### config.mk
export PLATFORM = sky130hd
export DESIGN_NAME = spi_bus_arbiter_flat
export DESIGN_NICKNAME = d
export VERILOG_FILES = /design/src/rtl/spi_bus_arbiter_pkg.sv /design/src/rtl/spi_bus_arbiter_if.sv /design/src/rtl/spi_bus_arbiter_rr_pick.sv /design/src/rtl/spi_bus_arbiter.sv /design/src/flat_wrapper.sv
export SDC_FILE = /design/constraint.sdc
export NUM_CORES = 1
export LEC_CHECK = 0
export CAP_MARGIN = 20
export CORE_ASPECT_RATIO = 1.5
export CORE_MARGIN = 5
export CORE_UTILIZATION = 45
export CTS_BUF_LIST = sky130_fd_sc_hd__clkbuf_8 sky130_fd_sc_hd__clkbuf_16
export DETAILED_ROUTE_END_ITERATION = 6
export MAX_ROUTING_LAYER = met4
export PLACE_DENSITY = 0.95
export SYNTH_ARGS = -nofsm -noshare
export SYNTH_HDL_FRONTEND = slang
export SYNTH_SLANG_ARGS = --single-unit
### constraint.sdc
create_clock -name clk -period 6.1 [get_ports clk]
set_clock_uncertainty 0.2 [all_clocks]
set_input_delay 1.525 -clock clk [delete_from_list [all_inputs] [get_ports clk]]
set_output_delay 1.525 -clock clk [all_outputs]
set_load 0.01 [all_outputs]
### src/rtl/spi_bus_arbiter_pkg.sv
`default_nettype none
// +--------------------------------------------------------------------------+
// | Package     : dso_spi_pkg                                                |
// | Description : Shared definitions for the DSO SPI bus arbiter:            |
// |               slave-select codes, requester indices, arbiter state enum  |
// |               and the modulo-3 round-robin step helper.                  |
// | Revision    : 1.0  initial release                                       |
// +--------------------------------------------------------------------------+
package dso_spi_pkg;

  // Slave-select codes understood by the SPI master
  localparam logic [2:0] SS_NONE = 3'b000;
  localparam logic [2:0] SS_CH1  = 3'b001;
  localparam logic [2:0] SS_CH2  = 3'b010;
  localparam logic [2:0] SS_CH3  = 3'b011;
  localparam logic [2:0] SS_EEP  = 3'b100;
  localparam logic [2:0] SS_TRIG = 3'b111;

  // Requester indices
  localparam logic [1:0] REQ_CMD  = 2'd0;
  localparam logic [1:0] REQ_CAL  = 2'd1;
  localparam logic [1:0] REQ_TRIG = 2'd2;

  localparam int unsigned NUM_REQ = 3;

  typedef enum logic [1:0] {
    ST_IDLE   = 2'd0,
    ST_LAUNCH = 2'd1,
    ST_BUSY   = 2'd2,
    ST_HOLD   = 2'd3
  } arb_state_t;

  // Next requester index in rotation 0 -> 1 -> 2 -> 0
  function automatic logic [1:0] rr_next(input logic [1:0] idx);
    return (idx >= REQ_TRIG) ? REQ_CMD : idx + 2'd1;
  endfunction

endpackage
`default_nettype wire

### src/rtl/spi_bus_arbiter_if.sv
`default_nettype none
// +--------------------------------------------------------------------------+
// | Interface   : spi_bus_arbiter_if                                         |
// | Description : Requester-side and SPI-master-side signals of the arbiter. |
// |   req/req_lock/req_data/req_ss : requester requests (3 requesters)       |
// |   gnt/done/err/rd_data         : per-requester grant and completion      |
// |   wrt_SPI/SPI_data/ss          : launch towards the SPI master           |
// |   SPI_done/SPI_rd_data         : completion from the SPI master          |
// |   modport slave  : the arbiter's view                                    |
// |   modport master : the requesters' and SPI master's view                 |
// | Revision    : 1.0  initial release                                       |
// +--------------------------------------------------------------------------+
interface spi_bus_arbiter_if;
  import dso_spi_pkg::*;

  logic [NUM_REQ-1:0]      req;
  logic [NUM_REQ-1:0]      req_lock;
  logic [16*NUM_REQ-1:0]   req_data;
  logic [3*NUM_REQ-1:0]    req_ss;
  logic [NUM_REQ-1:0]      gnt;
  logic [NUM_REQ-1:0]      done;
  logic [NUM_REQ-1:0]      err;
  logic [15:0]             rd_data;
  logic                    wrt_SPI;
  logic [15:0]             SPI_data;
  logic [2:0]              ss;
  logic                    SPI_done;
  logic [15:0]             SPI_rd_data;

  modport slave (
    input  req, req_lock, req_data, req_ss, SPI_done, SPI_rd_data,
    output gnt, done, err, rd_data, wrt_SPI, SPI_data, ss
  );

  modport master (
    output req, req_lock, req_data, req_ss, SPI_done, SPI_rd_data,
    input  gnt, done, err, rd_data, wrt_SPI, SPI_data, ss
  );

endinterface
`default_nettype wire

### src/rtl/spi_bus_arbiter_rr_pick.sv
`default_nettype none
// +--------------------------------------------------------------------------+
// | Module      : rr_pick                                                    |
// | Description : Combinational round-robin picker over three requesters.    |
// |               Search starts at i_ptr+1 and wraps.                        |
// |   i_req[2:0] : request vector                                            |
// |   i_ptr[1:0] : index of the last owner                                   |
// |   o_gnt[2:0] : one-hot winner (0 when no request)                        |
// |   o_idx[1:0] : winner index (don't-care when no request)                 |
// | Revision    : 1.0  initial release                                       |
// +--------------------------------------------------------------------------+
module rr_pick
  import dso_spi_pkg::*;
(
  input  wire logic [2:0] i_req,
  input  wire logic [1:0] i_ptr,
  output logic      [2:0] o_gnt,
  output logic      [1:0] o_idx
);

  logic [1:0] w_c0;
  logic [1:0] w_c1;
  logic [1:0] w_c2;
  logic [3:0] w_req_pad;
  logic [3:0] w_onehot;

  // Padding to four entries keeps every 2-bit index in range
  assign w_req_pad = {1'b0, i_req};
  assign w_c0      = rr_next(i_ptr);
  assign w_c1      = rr_next(w_c0);
  assign w_c2      = rr_next(w_c1);

  always_comb begin
    o_idx = w_c0;
    if (w_req_pad[w_c0])      o_idx = w_c0;
    else if (w_req_pad[w_c1]) o_idx = w_c1;
    else if (w_req_pad[w_c2]) o_idx = w_c2;
  end

  assign w_onehot = 4'b0001 << o_idx;
  assign o_gnt    = (|i_req) ? w_onehot[2:0] : 3'b000;

endmodule
`default_nettype wire

### src/rtl/spi_bus_arbiter.sv
`default_nettype none
// +--------------------------------------------------------------------------+
// | Module      : spi_bus_arbiter                                            |
// | Description : Shares one SPI master between the command processor,       |
// |               calibration loader and trigger auto-level engine.          |
// |               Round-robin grant, one wrt_SPI pulse per transaction,      |
// |               optional bus lock across back-to-back transactions and a   |
// |               watchdog that aborts a transaction the master never ends.  |
// |   clk   : clock                                                          |
// |   rst_n : asynchronous active-low reset                                  |
// |   bus   : spi_bus_arbiter_if.slave (requester and SPI master signals)    |
// | Revision    : 1.0  initial release                                       |
// +--------------------------------------------------------------------------+
module spi_bus_arbiter
  import dso_spi_pkg::*;
#(
  parameter int unsigned TIMEOUT = 1024
)
(
  input  wire logic         clk,
  input  wire logic         rst_n,
  spi_bus_arbiter_if.slave  bus
);

  localparam int unsigned    CW       = $clog2(TIMEOUT);
  localparam logic [CW-1:0]  CNT_LAST = CW'(TIMEOUT - 1);

  arb_state_t    r_state;
  logic [2:0]    r_gnt;
  logic [1:0]    r_own;
  logic [1:0]    r_ptr;
  logic [15:0]   r_data;
  logic [2:0]    r_ss;
  logic          r_wrt;
  logic [CW-1:0] r_cnt;

  logic [2:0]    w_pick_gnt;
  logic [1:0]    w_pick_idx;
  logic [1:0]    w_sel_idx;
  logic [15:0]   w_sel_data;
  logic [2:0]    w_sel_ss;
  logic          w_sel_req;
  logic          w_sel_lock;
  logic          w_busy;
  logic          w_cnt_last;

  rr_pick u_rr_pick (
    .i_req (bus.req),
    .i_ptr (r_ptr),
    .o_gnt (w_pick_gnt),
    .o_idx (w_pick_idx)
  );

  // In IDLE the candidate is the round-robin winner; otherwise the owner
  assign w_sel_idx = (r_state == ST_IDLE) ? w_pick_idx : r_own;

  always_comb begin
    w_sel_data = bus.req_data[15:0];
    w_sel_ss   = bus.req_ss[2:0];
    w_sel_req  = bus.req[0];
    w_sel_lock = bus.req_lock[0];
    case (w_sel_idx)
      REQ_CAL: begin
        w_sel_data = bus.req_data[31:16];
        w_sel_ss   = bus.req_ss[5:3];
        w_sel_req  = bus.req[1];
        w_sel_lock = bus.req_lock[1];
      end
      REQ_TRIG: begin
        w_sel_data = bus.req_data[47:32];
        w_sel_ss   = bus.req_ss[8:6];
        w_sel_req  = bus.req[2];
        w_sel_lock = bus.req_lock[2];
      end
      default: ;
    endcase
  end

  assign w_busy     = (r_state == ST_BUSY);
  assign w_cnt_last = w_busy && (r_cnt == CNT_LAST);

  // Completion strobes are combinational so the owner sees them in the
  // SPI_done cycle; done takes precedence over a coincident watchdog expiry.
  assign bus.done    = (w_busy && bus.SPI_done) ? r_gnt : 3'b000;
  assign bus.err     = (w_cnt_last && !bus.SPI_done) ? r_gnt : 3'b000;
  assign bus.rd_data = (w_busy && bus.SPI_done) ? bus.SPI_rd_data : 16'h0000;

  assign bus.gnt      = r_gnt;
  assign bus.wrt_SPI  = r_wrt;
  assign bus.SPI_data = r_data;
  assign bus.ss       = r_ss;

  always_ff @(posedge clk or negedge rst_n) begin
    if (!rst_n) begin
      r_state <= ST_IDLE;
      r_gnt   <= 3'b000;
      r_own   <= REQ_CMD;
      r_ptr   <= REQ_TRIG;
      r_data  <= 16'h0000;
      r_ss    <= SS_NONE;
      r_wrt   <= 1'b0;
      r_cnt   <= '0;
    end else begin
      r_wrt <= 1'b0;
      case (r_state)
        ST_IDLE: begin
          if (|w_pick_gnt) begin
            r_gnt   <= w_pick_gnt;
            r_own   <= w_pick_idx;
            r_data  <= w_sel_data;
            r_ss    <= w_sel_ss;
            r_wrt   <= 1'b1;
            r_state <= ST_LAUNCH;
          end
        end
        ST_LAUNCH: begin
          r_cnt   <= '0;
          r_state <= ST_BUSY;
        end
        ST_BUSY: begin
          r_cnt <= r_cnt + 1'b1;
          if (bus.SPI_done && w_sel_lock) begin
            r_state <= ST_HOLD;
          end else if (bus.SPI_done || w_cnt_last) begin
            r_ptr   <= r_own;
            r_gnt   <= 3'b000;
            r_ss    <= SS_NONE;
            r_state <= ST_IDLE;
          end
        end
        ST_HOLD: begin
          // Other requesters are ignored while the owner keeps the lock
          if (w_sel_req) begin
            r_data  <= w_sel_data;
            r_ss    <= w_sel_ss;
            r_wrt   <= 1'b1;
            r_state <= ST_LAUNCH;
          end else if (!w_sel_lock) begin
            r_ptr   <= r_own;
            r_gnt   <= 3'b000;
            r_ss    <= SS_NONE;
            r_state <= ST_IDLE;
          end
        end
        default: r_state <= ST_IDLE;
      endcase
    end
  end

endmodule
`default_nettype wire

### src/flat_wrapper.sv
// flat-port wrapper written by rule: the top's interface ports become plain ports
module spi_bus_arbiter_flat import dso_spi_pkg::*;
#(
  parameter int unsigned TIMEOUT = 1024
)
  (clk, rst_n, bus_req, bus_req_lock, bus_req_data, bus_req_ss, bus_SPI_done, bus_SPI_rd_data, bus_gnt, bus_done, bus_err, bus_rd_data, bus_wrt_SPI, bus_SPI_data, bus_ss);
  spi_bus_arbiter_if bus_i ();
  input  wire logic clk;
  input  wire logic rst_n;
  input wire logic [$bits(bus_i.req)-1:0] bus_req;
  input wire logic [$bits(bus_i.req_lock)-1:0] bus_req_lock;
  input wire logic [$bits(bus_i.req_data)-1:0] bus_req_data;
  input wire logic [$bits(bus_i.req_ss)-1:0] bus_req_ss;
  input wire logic [$bits(bus_i.SPI_done)-1:0] bus_SPI_done;
  input wire logic [$bits(bus_i.SPI_rd_data)-1:0] bus_SPI_rd_data;
  output wire logic [$bits(bus_i.gnt)-1:0] bus_gnt;
  output wire logic [$bits(bus_i.done)-1:0] bus_done;
  output wire logic [$bits(bus_i.err)-1:0] bus_err;
  output wire logic [$bits(bus_i.rd_data)-1:0] bus_rd_data;
  output wire logic [$bits(bus_i.wrt_SPI)-1:0] bus_wrt_SPI;
  output wire logic [$bits(bus_i.SPI_data)-1:0] bus_SPI_data;
  output wire logic [$bits(bus_i.ss)-1:0] bus_ss;
  assign bus_i.req = bus_req;
  assign bus_i.req_lock = bus_req_lock;
  assign bus_i.req_data = bus_req_data;
  assign bus_i.req_ss = bus_req_ss;
  assign bus_i.SPI_done = bus_SPI_done;
  assign bus_i.SPI_rd_data = bus_SPI_rd_data;
  assign bus_gnt = bus_i.gnt;
  assign bus_done = bus_i.done;
  assign bus_err = bus_i.err;
  assign bus_rd_data = bus_i.rd_data;
  assign bus_wrt_SPI = bus_i.wrt_SPI;
  assign bus_SPI_data = bus_i.SPI_data;
  assign bus_ss = bus_i.ss;
  spi_bus_arbiter #(.TIMEOUT(TIMEOUT)) u_core (.clk(clk), .rst_n(rst_n), .bus(bus_i));
endmodule
---- Word-level counts from Yosys, hierarchy flattened ----
Index checks and enable logic that the tools add are counted.
operators by class
  $add $sub $neg .......................... 4
  magnitude comparators ................... 6
  eq/ne operators ......................... 14
  shift operators ......................... 1
  multiplexer cells ....................... 48
  reductions and logical operators ........ 19
operators with widths
  kind                                                                   count
  16-bit one-hot mux with 2 select lines                                 2
  16-bit two-way mux                                                     3
  2-bit two-way mux                                                      16
  3-bit two-way mux                                                      10
  10-bit one-hot mux with 2 select lines                                 1
  3-bit one-hot mux with 3 select lines                                  2
  10-bit by 1-bit adder with 10-bit output (second input constant)       1
  10-bit == test (second input constant)                                 1
  2-bit != test (second input constant)                                  5
  5-bit AND reduction                                                    2
  2-bit by 3-bit < comparator with 1-bit output (second input constant)  3
  2-bit one-hot mux with 4 select lines                                  1
  2-bit by 1-bit adder with 2-bit output (second input constant)         3
  1-bit binary-select mux with 2-bit select                              3
  2-bit == test (second input constant)                                  3
  2-bit greater-or-equal comparator (second input constant)              3
  1-bit one-hot mux with 2 select lines                                  3
  3-bit one-hot mux with 2 select lines                                  1
  3-bit AND reduction                                                    2
  6-bit AND reduction                                                    1
  2-bit nonzero test                                                     3
  3-bit OR reduction                                                     2
  1-bit two-way mux                                                      5
  2-bit by 1-bit == test with 1-bit output (second input constant)       2
  11 further kinds                                                       14
word-level totals
  register bits ........................... 39
  input bits .............................. 82

---- Depth between registers and ports, before layout ----
Gate-level depths: netlist of the first run.
  word-level depth ........................ 17
  gate-level depth with buffers ........... 11

---- Cells and area by module ----
From an unflattened synthesis of the first run, not the netlist that was laid out.
unflattened totals
  cell total of the unflattened synthesis .. 274
  area total of the unflattened synthesis .. 2575.0 sq um
modules (own cells, without submodules)
  module           instances  cells each  area each (sq um)
  spi_bus_arbiter  1          258         2484.9
  rr_pick          1          16          90.1

---- Worst setup path after synthesis of the first run ----
Ideal clock, no wire load.
  kind .................................... input-to-reg
  start point ............................. in bus_req[1]
  end point ............................... reg u_core.r_data[0], in the netlist u_core.bus.SPI_data[0]
  data arrival time ....................... 3.622 ns
  path slack .............................. 2.153 ns
  cell stages on the path ................. 9
  buffers on the path ..................... 2
  path through ............................ buf_6 -> o21bai_1 -> a21oi_1 -> a2bb2oi_1 -> a21oi_1 -> ha_1 -> dlygate4sd3_1 -> o21ai_0 -> mux2_4
on the way
  cells in the longest elaborated chain, start to end .. 10
  elaborated cells on any way between the ends .. 24
  classes of those cells .................. 4 x eq/ne; 1 x shift; 16 x mux; 3 x reduce/logical
ends and longest elaborated chain
  what                                                                              RTL line                                              text
  from (decl)                                                                       flat_wrapper.sv:10                                    input wire logic [$bits(bus_i.req)-1:0] bus_req;
  1-bit binary-select mux with 2-bit select                                         spi_bus_arbiter_rr_pick.sv:37                         else if (w_req_pad[w_c2]) o_idx = w_c2;
  1-bit two-way mux (implied by the code)                                           spi_bus_arbiter_rr_pick.sv:37
  2-bit two-way mux                                                                 spi_bus_arbiter_rr_pick.sv:37
  2-bit two-way mux                                                                 spi_bus_arbiter_rr_pick.sv:36                         else if (w_req_pad[w_c1]) o_idx = w_c1;
  2-bit two-way mux                                                                 spi_bus_arbiter_rr_pick.sv:35                         if (w_req_pad[w_c0]) o_idx = w_c0;
  2-bit two-way mux or 1-bit by 2-bit << shifter with 3-bit output (tied branches)  spi_bus_arbiter.sv:55, spi_bus_arbiter_rr_pick.sv:40
  2-bit == test (tied with other cells)                                             spi_bus_arbiter.sv:62                                 case (w_sel_idx)
  16-bit one-hot mux with 2 select lines (tied with other cells)                    spi_bus_arbiter.sv:62
  16-bit two-way mux (tied with other cells)                                        spi_bus_arbiter.sv:133                                if (w_sel_req) begin
  16-bit one-hot mux with 2 select lines or 3-bit AND reduction (tied branches)     --
  to (signal assigned)                                                              spi_bus_arbiter.sv:110                                r_data <= w_sel_data;
  to (signal assigned)                                                              spi_bus_arbiter.sv:134                                r_data <= w_sel_data;
  to (decl)                                                                         spi_bus_arbiter.sv:32                                 logic [15:0] r_data;
Parallel ways exist; a longest one is shown, timed or not. The select of a mux whose other input is x is not followed.
A chain may end at the register's enable or synchronous reset.

---- Worst setup path in the final report of the first run ----
  start point ............................. in bus_SPI_done
  end point ............................... out bus_err[1]
on the way
  cells in the longest elaborated chain, start to end .. 3
ends and longest elaborated chain
  what               RTL line               text
  from (decl)        flat_wrapper.sv:14     input wire logic [$bits(bus_i.SPI_done)-1:0] bus_SPI_done;
  1-bit zero test    spi_bus_arbiter.sv:85  assign bus.err = (w_cnt_last && !bus.SPI_done) ? r_gnt : 3'b000;
  1-bit logical AND  spi_bus_arbiter.sv:85
  3-bit two-way mux  spi_bus_arbiter.sv:85
  to (decl)          flat_wrapper.sv:18     output wire logic [$bits(bus_i.err)-1:0] bus_err;
Every way passes these cells.

==> flow_metrics.env, run 1 <==
export IMPL_setup_viol=0
export IMPL_fmax_ghz=0.197
export IMPL_synth_edff_count=0
export IMPL_required_ns=4.38
export IMPL_ys_warn_count=0
export IMPL_routed_wl_um=7740
export IMPL_core_mm2=0.00579
export IMPL_numCtsBuffers=5
export IMPL_synth_top_cell_area_share_pct=35.8
export IMPL_synthArstFlopShare_pct=100
export IMPL_yosysTopAreaCell="dfrtp_1"
export IMPL_post_route_min_period_ns=5.08
export IMPL_n_fill_cell=443
export IMPL_cts_setup_buffers=0
export IMPL_leakage_nw=1.76
export IMPL_post_route_period_util_pct=83.3
export IMPL_port_buffers=126
export IMPL_grt_pass1_wl_um=12700
export IMPL_fp_dieH_um=104
export IMPL_synthTopCellsByArea="dfrtp_1 36%, mux2_4 5.6%, and3_1 5.2%"
export IMPL_dp_hpwl_um=6060
export IMPL_setup_tns_ns=0
export IMPL_area_growth_pct=50.2
export IMPL_hold_viol_final=0
export IMPL_met1_usage_pct=22.5
export IMPL_synthCells=279
export IMPL_top_usage_layer="met2"
export IMPL_path_class="in2out"
export IMPL_synth_seq_area_share_pct=36.8
export IMPL_rsz0062_at_grt="no"
export IMPL_diodes=0
export IMPL_grt_usage_pct=21.0
export IMPL_insertion_delay_ns=0.29
export IMPL_crit_arrival_ns=3.36
export IMPL_wire_per_inst_um=16.5
export IMPL_synth_fp_nets=369
export IMPL_multi_input_area_mm2=0.00153
export IMPL_drc=0
export IMPL_htreeDepth=2
export IMPL_cap_violations=0
export IMPL_grt_ovfl_total=0
export IMPL_clk_pin_slew_ns=0.07
export IMPL_hp_class="reg2reg"
export IMPL_cts_tree="done"
export IMPL_tightest_slew_ns=0.879
export IMPL_register_area_um2=977
export IMPL_power_density_mw_per_mm2=511
export IMPL_synthMostInstantiatedCell="dfrtp_1"
export IMPL_nets=485
export IMPL_initial_core_util_pct=46.0
export IMPL_clk_path_buf_depth=2
export IMPL_placementRows=34
export IMPL_crit_path_start_kind="input pin"
export IMPL_worstPathMaxFanout=21
export IMPL_drive_above_1_share_pct=11.1
export IMPL_relSlewSlack_pct=41.4
export IMPL_drtIter0Drc=93
export IMPL_ant_nets=0
export IMPL_clockRootBuffer="clkbuf_8"
export IMPL_viasPerCell=5.75
export IMPL_grt_use_met3_pct=5.42
export IMPL_synth_area_mm2=0.00266
export IMPL_die_area_mm2=0.00758
export IMPL_ys_flop_type="dfrtp_1"
export IMPL_yosys_top_cells_count="38 x dfrtp_1, 26 x nand2_1, 22 x and3_1, 20 x o21ai_0, 18 x a22oi_1"
export IMPL_ioPinCount=127
export IMPL_grt_max_degree=41
export IMPL_drt_pass1_iterations=4
export IMPL_drv_slew=0
export IMPL_grtUsageMet2_pct=36.8
export IMPL_antenna_found_initial=0
export IMPL_grt_pass1_vias=2821
export IMPL_ctsResizeCount=0
export IMPL_outcome="complete, no violations"
export IMPL_num_vias=2692
export IMPL_p_total_mw=2.04
export IMPL_postCtsHoldBufs=0
export IMPL_synth_distinct_cells=51
export IMPL_place_congestion=0.884
export IMPL_crit_path_end_kind="output pin"
export IMPL_ir_drop_v=0.000475
export IMPL_clock_sinks=39
export IMPL_syn_avg_cell_area_um2=9.53
export IMPL_ys_ff_latch=39
export IMPL_die_w_um=72.8
final cells by class:
class	count	share of cell area [%]
Multi-Input combinational cell	209	38.2
Timing Repair Buffer	129	32.0
Sequential cell	39	24.5
Tap cell	72	2.26
Clock buffer	5	1.72
Inverter	11	1.03
Clock inverter	3	0.282
sequential cells by signal (all words and copies together), names as in the netlist:
| register | count |
|---|---|
| u_core.bus.SPI_data | 16 |
| u_core.bus.gnt | 3 |
| u_core.bus.ss | 3 |
| u_core.bus.wrt_SPI | 1 |
| u_core.r_cnt | 10 |
| u_core.r_own | 2 |
| u_core.r_ptr | 2 |
| u_core.r_state | 2 |
worst paths after layout:
path	from	cells past startpoint	slack, ns	to
setup / recovery	bus_SPI_done	4	1.02	bus_err[1]
hold / removal	u_core.bus.SPI_data[9]	1	0.31	u_core.bus.SPI_data[9]
setup reg to reg	u_core.r_state[0]	11	2.84	u_core.bus.SPI_data[15]
hold reg to reg	u_core.bus.SPI_data[9]	1	0.31	u_core.bus.SPI_data[9]
max in group asynchronous	rst_n	1	4.00	u_core.r_cnt[7]
min in group asynchronous	rst_n	1	1.15	u_core.bus.SPI_data[10]
cell families (layout without fill, tap and decap cells):
family	Yosys count	after routing	share of synthesized area, %
flip-flops	39	39	36.8
buffers and inverters	31	148	5.88
multiplexers	29	29	13.4
adder cells (fa/ha/maj)	8	8	3.76
AO/OA/AOI/OAI	79	79	21.8
AND/OR/NAND/NOR	93	93	18.4
metal layers:
layer  share of wire (%)  routed length [µm]
met1                  37                2870
met2                  51                3930
met3                  11                 814
met4                 1.8                 137
met5                   0                   0
cells in the final DEF (no fill, tap or decap), drive strengths merged, types with 2 or more instances in the layout:
master	count
a22o	4
a31oi	4
nor3	7
mux2i	7
nor2	11
clkdlybuf4s50	125
a221o	2
a22oi	18
inv	14
dfrtp	38
nand4	2
o2bb2ai	5
o21bai	2
nand2	26
a221oi	4
mux2	22
clkbuf	5
a21oi	6
a21o	2
buf	4
nand3	9
nor2b	7
o2111ai	2
o21ai	21
nand2b	3
o211ai	2
ha	8
and3	22
report_power, final:
group / switching [mW] / internal (mW)
clock: 0.0882 / 0.0762
sequential: 0.0675 / 0.364
combinational: 0.746 / 0.698
total: 0.902 / 1.14
metrics by stage:
stage          util, %  cells  worst slack, ns  hold slack, ns  area, µm²
2_1_floorplan        -    279             2.15           0.268       2660
3_3_place_gp      67.6    460             1.13           0.290       3910
3_5_place_dp      67.6    460             1.03           0.294       3910
4_1_cts           69.0    468             1.02           0.316       3990
5_1_grt           69.0    468            0.833           0.337       3990
6_report          69.0    468             1.02           0.314       3990
worst max-delay path: stages:
cell and delay, ns:
clkdlybuf4s50_1 0.66, nand2b_1 0.33, nor3_1 0.26, clkdlybuf4s50_1 0.58
No activity file was read; power rests on OpenSTA's default activity.
==> run 2, diff against run 1 <==
CORE_UTILIZATION = 37   (was 45)
PLACE_DENSITY = 0.85   (was 0.95)
clock period = 4.6 ns   (was 6.1 ns; I/O delays follow)
==> run 2 against run 1 <==
Effect of this change:
- wire length fell by 0.97%
- count of clock-buffer cells in the layout unchanged
- sequential share of layout area decreased by 0.36 points
- highest routed layer unchanged
- global-route usage decreased by 3.1 points
- clock power grew 37%
==> flow_metrics.env, run 2 (synthesis gave the netlist of run 1 again) <==
export IMPL_outcome="complete, no violations"
export IMPL_routed_wl_um=7670
export IMPL_tightest_slew_ns=0.842
export IMPL_relSlewSlack_pct=43.8
export IMPL_m1WireLength_um=2950
export IMPL_initial_core_util_pct=37.3
export IMPL_fin_util_pct=56.8
export IMPL_path_buf_inv=1
export IMPL_leakage_nw=1.78
export IMPL_cts_tree="done"
export IMPL_hp_class="reg2reg"
export IMPL_path_class="in2reg"
export IMPL_ioPinCount=127
export IMPL_cpPeakStageDelay_ns=0.66
export IMPL_place_congestion=0.909
export IMPL_crit_path_start_kind="input pin"
export IMPL_crit_chain="clkdlybuf4s50_1, o21bai_1, a21oi_1, a2bb2oi_1, a21oi_1, ha_1, or2b_2, nand2_1, a21oi_4, mux2_2"
export IMPL_num_vias=2623
export IMPL_final_cell_mix="125 x clkdlybuf4s50_1, 38 x dfrtp_1, 26 x nand2_1, 22 x and3_1, 20 x o21ai_0"
export IMPL_crit_top_cell="a21oi_1"
export IMPL_drt_pass1_iterations=4
export IMPL_r2r_worst_path_cells=9
export IMPL_ir_drop_v=0.000758
export IMPL_clk_pin_slew_ns=0.07
export IMPL_highest_layer="met4"
export IMPL_fin_area_mm2=0.00405
export IMPL_dp_hpwl_um=6220
export IMPL_drive_above_1_share_pct=12.9
export IMPL_p_total_mw=2.72
export IMPL_grt_pass1_vias=2792
export IMPL_hold_viol_final=0
export IMPL_final_common_cell="clkdlybuf4s50_1"
export IMPL_grt_usage_pct=17.9
export IMPL_crit_path_end_kind="flop"
export IMPL_wl_met2_um=4070
export IMPL_clockRootBuffer="clkbuf_8"
export IMPL_die_w_um=79.2
export IMPL_grt_pass1_wl_um=12500
export IMPL_cap_violations=0
export IMPL_ctsResizeCount=0
export IMPL_cp_depth=10
export IMPL_rsz0062_at_grt="no"
export IMPL_min_delay_start="u_core.bus.SPI_data[9]"
export IMPL_dr_wl_met3_um=565
export IMPL_clock_sinks=39
export IMPL_port_buffers=126
export IMPL_cp_slowest_cell="clkdlybuf4s50_1"
export IMPL_required_ns=4.58
export IMPL_grt_ovfl_total=0
export IMPL_worstPathMaxFanout=16
export IMPL_holdPathStages=1
export IMPL_setup_viol=0
export IMPL_insertion_delay_ns=0.30
export IMPL_post_route_min_period_ns=4.32
export IMPL_postCtsHoldBufs=0
export IMPL_drtIter0Drc=121
export IMPL_drc=0
export IMPL_fp_dieH_um=114
export IMPL_clk_path_buf_depth=2
export IMPL_nets=491
export IMPL_drv_slew=0
export IMPL_area_growth_pct=52.4
export IMPL_largest_reg_flops=16
export IMPL_fin_cells=482
export IMPL_viasPerCell=5.44
export IMPL_place_area_mm2=0.00397
export IMPL_antenna_found_initial=0
export IMPL_htreeDepth=2
export IMPL_post_route_period_util_pct=93.8
export IMPL_dp_cells=474
export IMPL_power_density_mw_per_mm2=672
export IMPL_diodes=0
export IMPL_die_area_mm2=0.00902
export IMPL_grt_max_degree=40
export IMPL_crit_arrival_ns=4.29
export IMPL_fmax_ghz=0.232
export IMPL_core_mm2=0.00713
export IMPL_crit_start="bus_req[1]"
export IMPL_ant_nets=0
export IMPL_numCtsBuffers=5
export IMPL_rr_startpoint="u_core.r_state[0]"
export IMPL_crit_family="compound AO/OA/AOI/OAI gates"
export IMPL_wire_per_inst_um=15.9
export IMPL_placementRows=38
export IMPL_cts_setup_buffers=0
run 2: cell count changes in the layout (fill, tap and decap cells not counted):
cell	delta
clkinvlp_4	+1
inv_1	-2
buf_4	+6
clkinv_2	+1
run 2: layer usage:
layer  global-route usage, %  up-vias
met2                    33.1      113
met1                    18.5     1228
li1                        -     1275
met4                    6.42        0
met5                       -        -
met3                    3.55        7
run 2: through the flow:
| stage | setup WS, ns | hold slack [ns] | TNS (ns) |
|---|---|---|---|
| 2_1_floorplan | 1.03 | 0.268 | 0 |
| 3_3_place_gp | 0.164 | 0.290 | 0 |
| 3_5_place_dp | -0.0144 | 0.297 | -0.0294 |
| 4_1_cts | 0.301 | 0.325 | 0 |
| 5_1_grt | 0.169 | 0.343 | 0 |
| 6_report | 0.285 | 0.318 | 0 |
run 2: layout make-up:
| class | count | area (µm²) |
|---|---|---|
| Sequential cell | 39 | 977 |
| Multi-Input combinational cell | 209 | 1530 |
| Tap cell | 80 | 100 |
| Inverter | 11 | 41.3 |
| Fill cell | 626 | 3080 |
| Clock inverter | 3 | 16.3 |
| Clock buffer | 5 | 68.8 |
| Timing Repair Buffer | 135 | 1320 |
run 2: worst paths after layout:
path / slack [ns] / endpoint
hold reg to reg: 0.32 / u_core.bus.SPI_data[9]
setup / recovery: 0.28 / u_core.bus.SPI_data[11]
min in group asynchronous: 0.75 / u_core.bus.SPI_data[3]
max in group asynchronous: 2.91 / u_core.r_cnt[5]
setup reg to reg: 1.45 / u_core.bus.SPI_data[11]
hold / removal: 0.32 / u_core.bus.SPI_data[9]
run 2: power breakdown:
group,leakage (nW),internal (mW),switching (mW),total (mW)
Combinational,1.23,0.946,0.982,1.93
Sequential,0.501,0.483,0.0888,0.572
Clock,0.0453,0.104,0.121,0.224
Total,1.78,1.53,1.19,2.72
==> run 3, diff against run 2 <==
PLACE_DENSITY = 0.75   (was 0.85)
==> run 3 against run 2 <==
Effect of this change:
- sequential share of layout area down 0.28 points
- via count up 0.46%
- design area up 1.2%
- hold slack worse by 0.011 ns
- critical path type unchanged
- largest cell class unchanged
- highest routed layer unchanged
==> flow_metrics.env, run 3 (synthesis gave the netlist of run 1 again) <==
export IMPL_fin_ws_ns=0.582
export IMPL_clk_pin_slew_ns=0.08
export IMPL_met1_usage_pct=19.9
export IMPL_ant_nets=0
export IMPL_die_area_mm2=0.00902
export IMPL_grt_use_met3_pct=5.45
export IMPL_grt_max_degree=40
export IMPL_cp_slowest_cell="a21oi_4"
export IMPL_rr_startpoint="u_core.r_state[0]"
export IMPL_wire_per_inst_um=15.1
export IMPL_power_density_mw_per_mm2=679
export IMPL_outcome="complete, no violations"
export IMPL_ctsResizeCount=0
export IMPL_comb_power_share_pct=68.9
export IMPL_required_ns=4.58
export IMPL_crit_path_start_kind="input pin"
export IMPL_grt_pass1_vias=2620
export IMPL_r2r_slack_ns=1.44
export IMPL_cpPeakStageDelay_ns=0.56
export IMPL_initial_core_util_pct=37.3
export IMPL_seqPwrFrac_pct=20.6
export IMPL_drv_slew=0
export IMPL_post_route_period_util_pct=87.3
export IMPL_clockPowerShare_pct=10.6
export IMPL_post_route_min_period_ns=4.02
export IMPL_ioPinCount=127
export IMPL_fp_dieH_um=114
export IMPL_worstPathMaxFanout=16
export IMPL_numCtsBuffers=5
export IMPL_grt_pass1_wl_um=12200
export IMPL_clock_sinks=39
export IMPL_r2r_worst_path_cells=9
export IMPL_viasPerCell=5.44
export IMPL_grtUsageMet2_pct=29.0
export IMPL_fmax_ghz=0.249
export IMPL_final_cell_mix="125 x clkdlybuf4s50_1, 38 x dfrtp_1, 26 x nand2_1, 22 x and3_1, 20 x o21ai_0"
export IMPL_cts_setup_buffers=0
export IMPL_die_w_um=79.2
export IMPL_rsz0062_at_grt="no"
export IMPL_final_common_cell="clkdlybuf4s50_1"
export IMPL_drive_above_1_share_pct=13.6
export IMPL_area_growth_pct=54.2
export IMPL_largest_reg_flops=16
export IMPL_setup_viol=0
export IMPL_place_congestion=0.828
export IMPL_drtIter0Drc=139
export IMPL_diodes=0
export IMPL_cts_tree="done"
export IMPL_num_vias=2635
export IMPL_grt_usage_pct=17.2
export IMPL_core_mm2=0.00713
export IMPL_antenna_found_initial=0
export IMPL_grt_ovfl_total=0
export IMPL_nets=493
export IMPL_htreeDepth=2
export IMPL_internal_power_mw=1.61
export IMPL_clk_path_buf_depth=2
export IMPL_crit_chain="clkdlybuf4s50_1, o21bai_1, a21oi_1, a2bb2oi_1, a21oi_1, ha_1, or2b_2, nand2_1, a21oi_4, mux2_2"
export IMPL_crit_end="u_core.bus.SPI_data[8]"
export IMPL_post_place_ws_ns=0.283
export IMPL_routed_wl_um=7320
export IMPL_port_buffers=126
export IMPL_cap_violations=0
export IMPL_crit_path_end_kind="flop"
export IMPL_relSlewSlack_pct=44.5
export IMPL_setup_tns_ns=0
export IMPL_hold_viol_final=0
export IMPL_tightest_slew_ns=0.832
export IMPL_crit_start="bus_req[1]"
export IMPL_swShare_pct=42.2
export IMPL_clockRootBuffer="clkbuf_8"
export IMPL_hp_class="reg2reg"
export IMPL_crit_top_cell="a21oi_1"
export IMPL_crit_arrival_ns=4.00
export IMPL_insertion_delay_ns=0.29
export IMPL_placementRows=38
export IMPL_top_usage_layer="met2"
export IMPL_ir_drop_v=0.000556
export IMPL_path_class="in2reg"
export IMPL_leakage_nw=1.80
export IMPL_postCtsHoldBufs=0
export IMPL_drc=0
export IMPL_drt_pass1_iterations=4
export IMPL_r2r_end="u_core.bus.SPI_data[8]"
export IMPL_switching_power_mw=1.17
export IMPL_dp_hpwl_um=5840
run 3: cell count changes in the layout (fill, tap and decap cells not counted):
cell        delta
inv_1          -1
clkbuf_8       +1
clkinvlp_4     -1
buf_4          +2
bufinv_16      +1
run 3: worst min path at each step:
stage,startpoint,endpoint,cells past startpoint
floorplan,u_core.r_own[0],u_core.r_own[0],2
global placement,u_core.bus.ss[0],u_core.bus.ss[0],1
detailed placement,u_core.bus.ss[1],u_core.bus.ss[1],1
CTS,u_core.bus.ss[1],u_core.bus.ss[1],1
global route,u_core.bus.ss[1],u_core.bus.ss[1],1
finish,u_core.bus.ss[1],u_core.bus.ss[1],1
run 3: worst max-delay path: cells and delay by family:
family          cells  cell delay [ns]
simple gates        2             0.31
mux                 1             0.41
fa+ha+maj           1             0.37
compound gates      5             1.19
buf+inv             1             0.54
run 3: routing by layer:
metal / part of all wire, % / vias up / wire [µm]
li1: - / 1280 / -
met1: 40 / 1202 / 2900
met2: 48 / 144 / 3490
met3: 12 / 9 / 856
met4: 1.1 / 0 / 81
met5: 0 / - / 0
run 3: layout make-up:
| cell class | instances | area (µm²) |
|---|---|---|
| multi-input combinational | 209 | 1530 |
| tap | 80 | 100 |
| sequential | 39 | 977 |
| timing repair buffer | 137 | 1340 |
| clock inverter | 2 | 35.0 |
| fill | 634 | 3030 |
| clock buffer | 6 | 82.6 |
| inverter | 11 | 41.3 |
run 3: power by group through the flow:
stage          logic (mW)  registers [mW]  clock network, mW
4_1_cts              1.94           0.573              0.297
3_5_place_dp         1.93           0.574                  0
3_3_place_gp         1.88           0.571                  0
6_report             1.92           0.573              0.294
2_1_floorplan        1.36           0.597                  0
5_1_grt              2.13           0.591              0.311
run 3: per-stage QoR:
| step | utilization [%] | area (µm²) | power [mW] | hold WS (ns) | std cells |
|---|---|---|---|---|---|
| after global routing | 57.5 | 4100 | 3.04 | 0.338 | 484 |
| after CTS | 57.5 | 4100 | 2.81 | 0.310 | 484 |
| after global placement | 55.8 | 3980 | 2.45 | 0.290 | 476 |
| final | 57.5 | 4100 | 2.78 | 0.307 | 484 |
| after floorplan | - | 2660 | 1.95 | 0.268 | 279 |
| after detailed placement | 55.8 | 3980 | 2.50 | 0.292 | 476 |
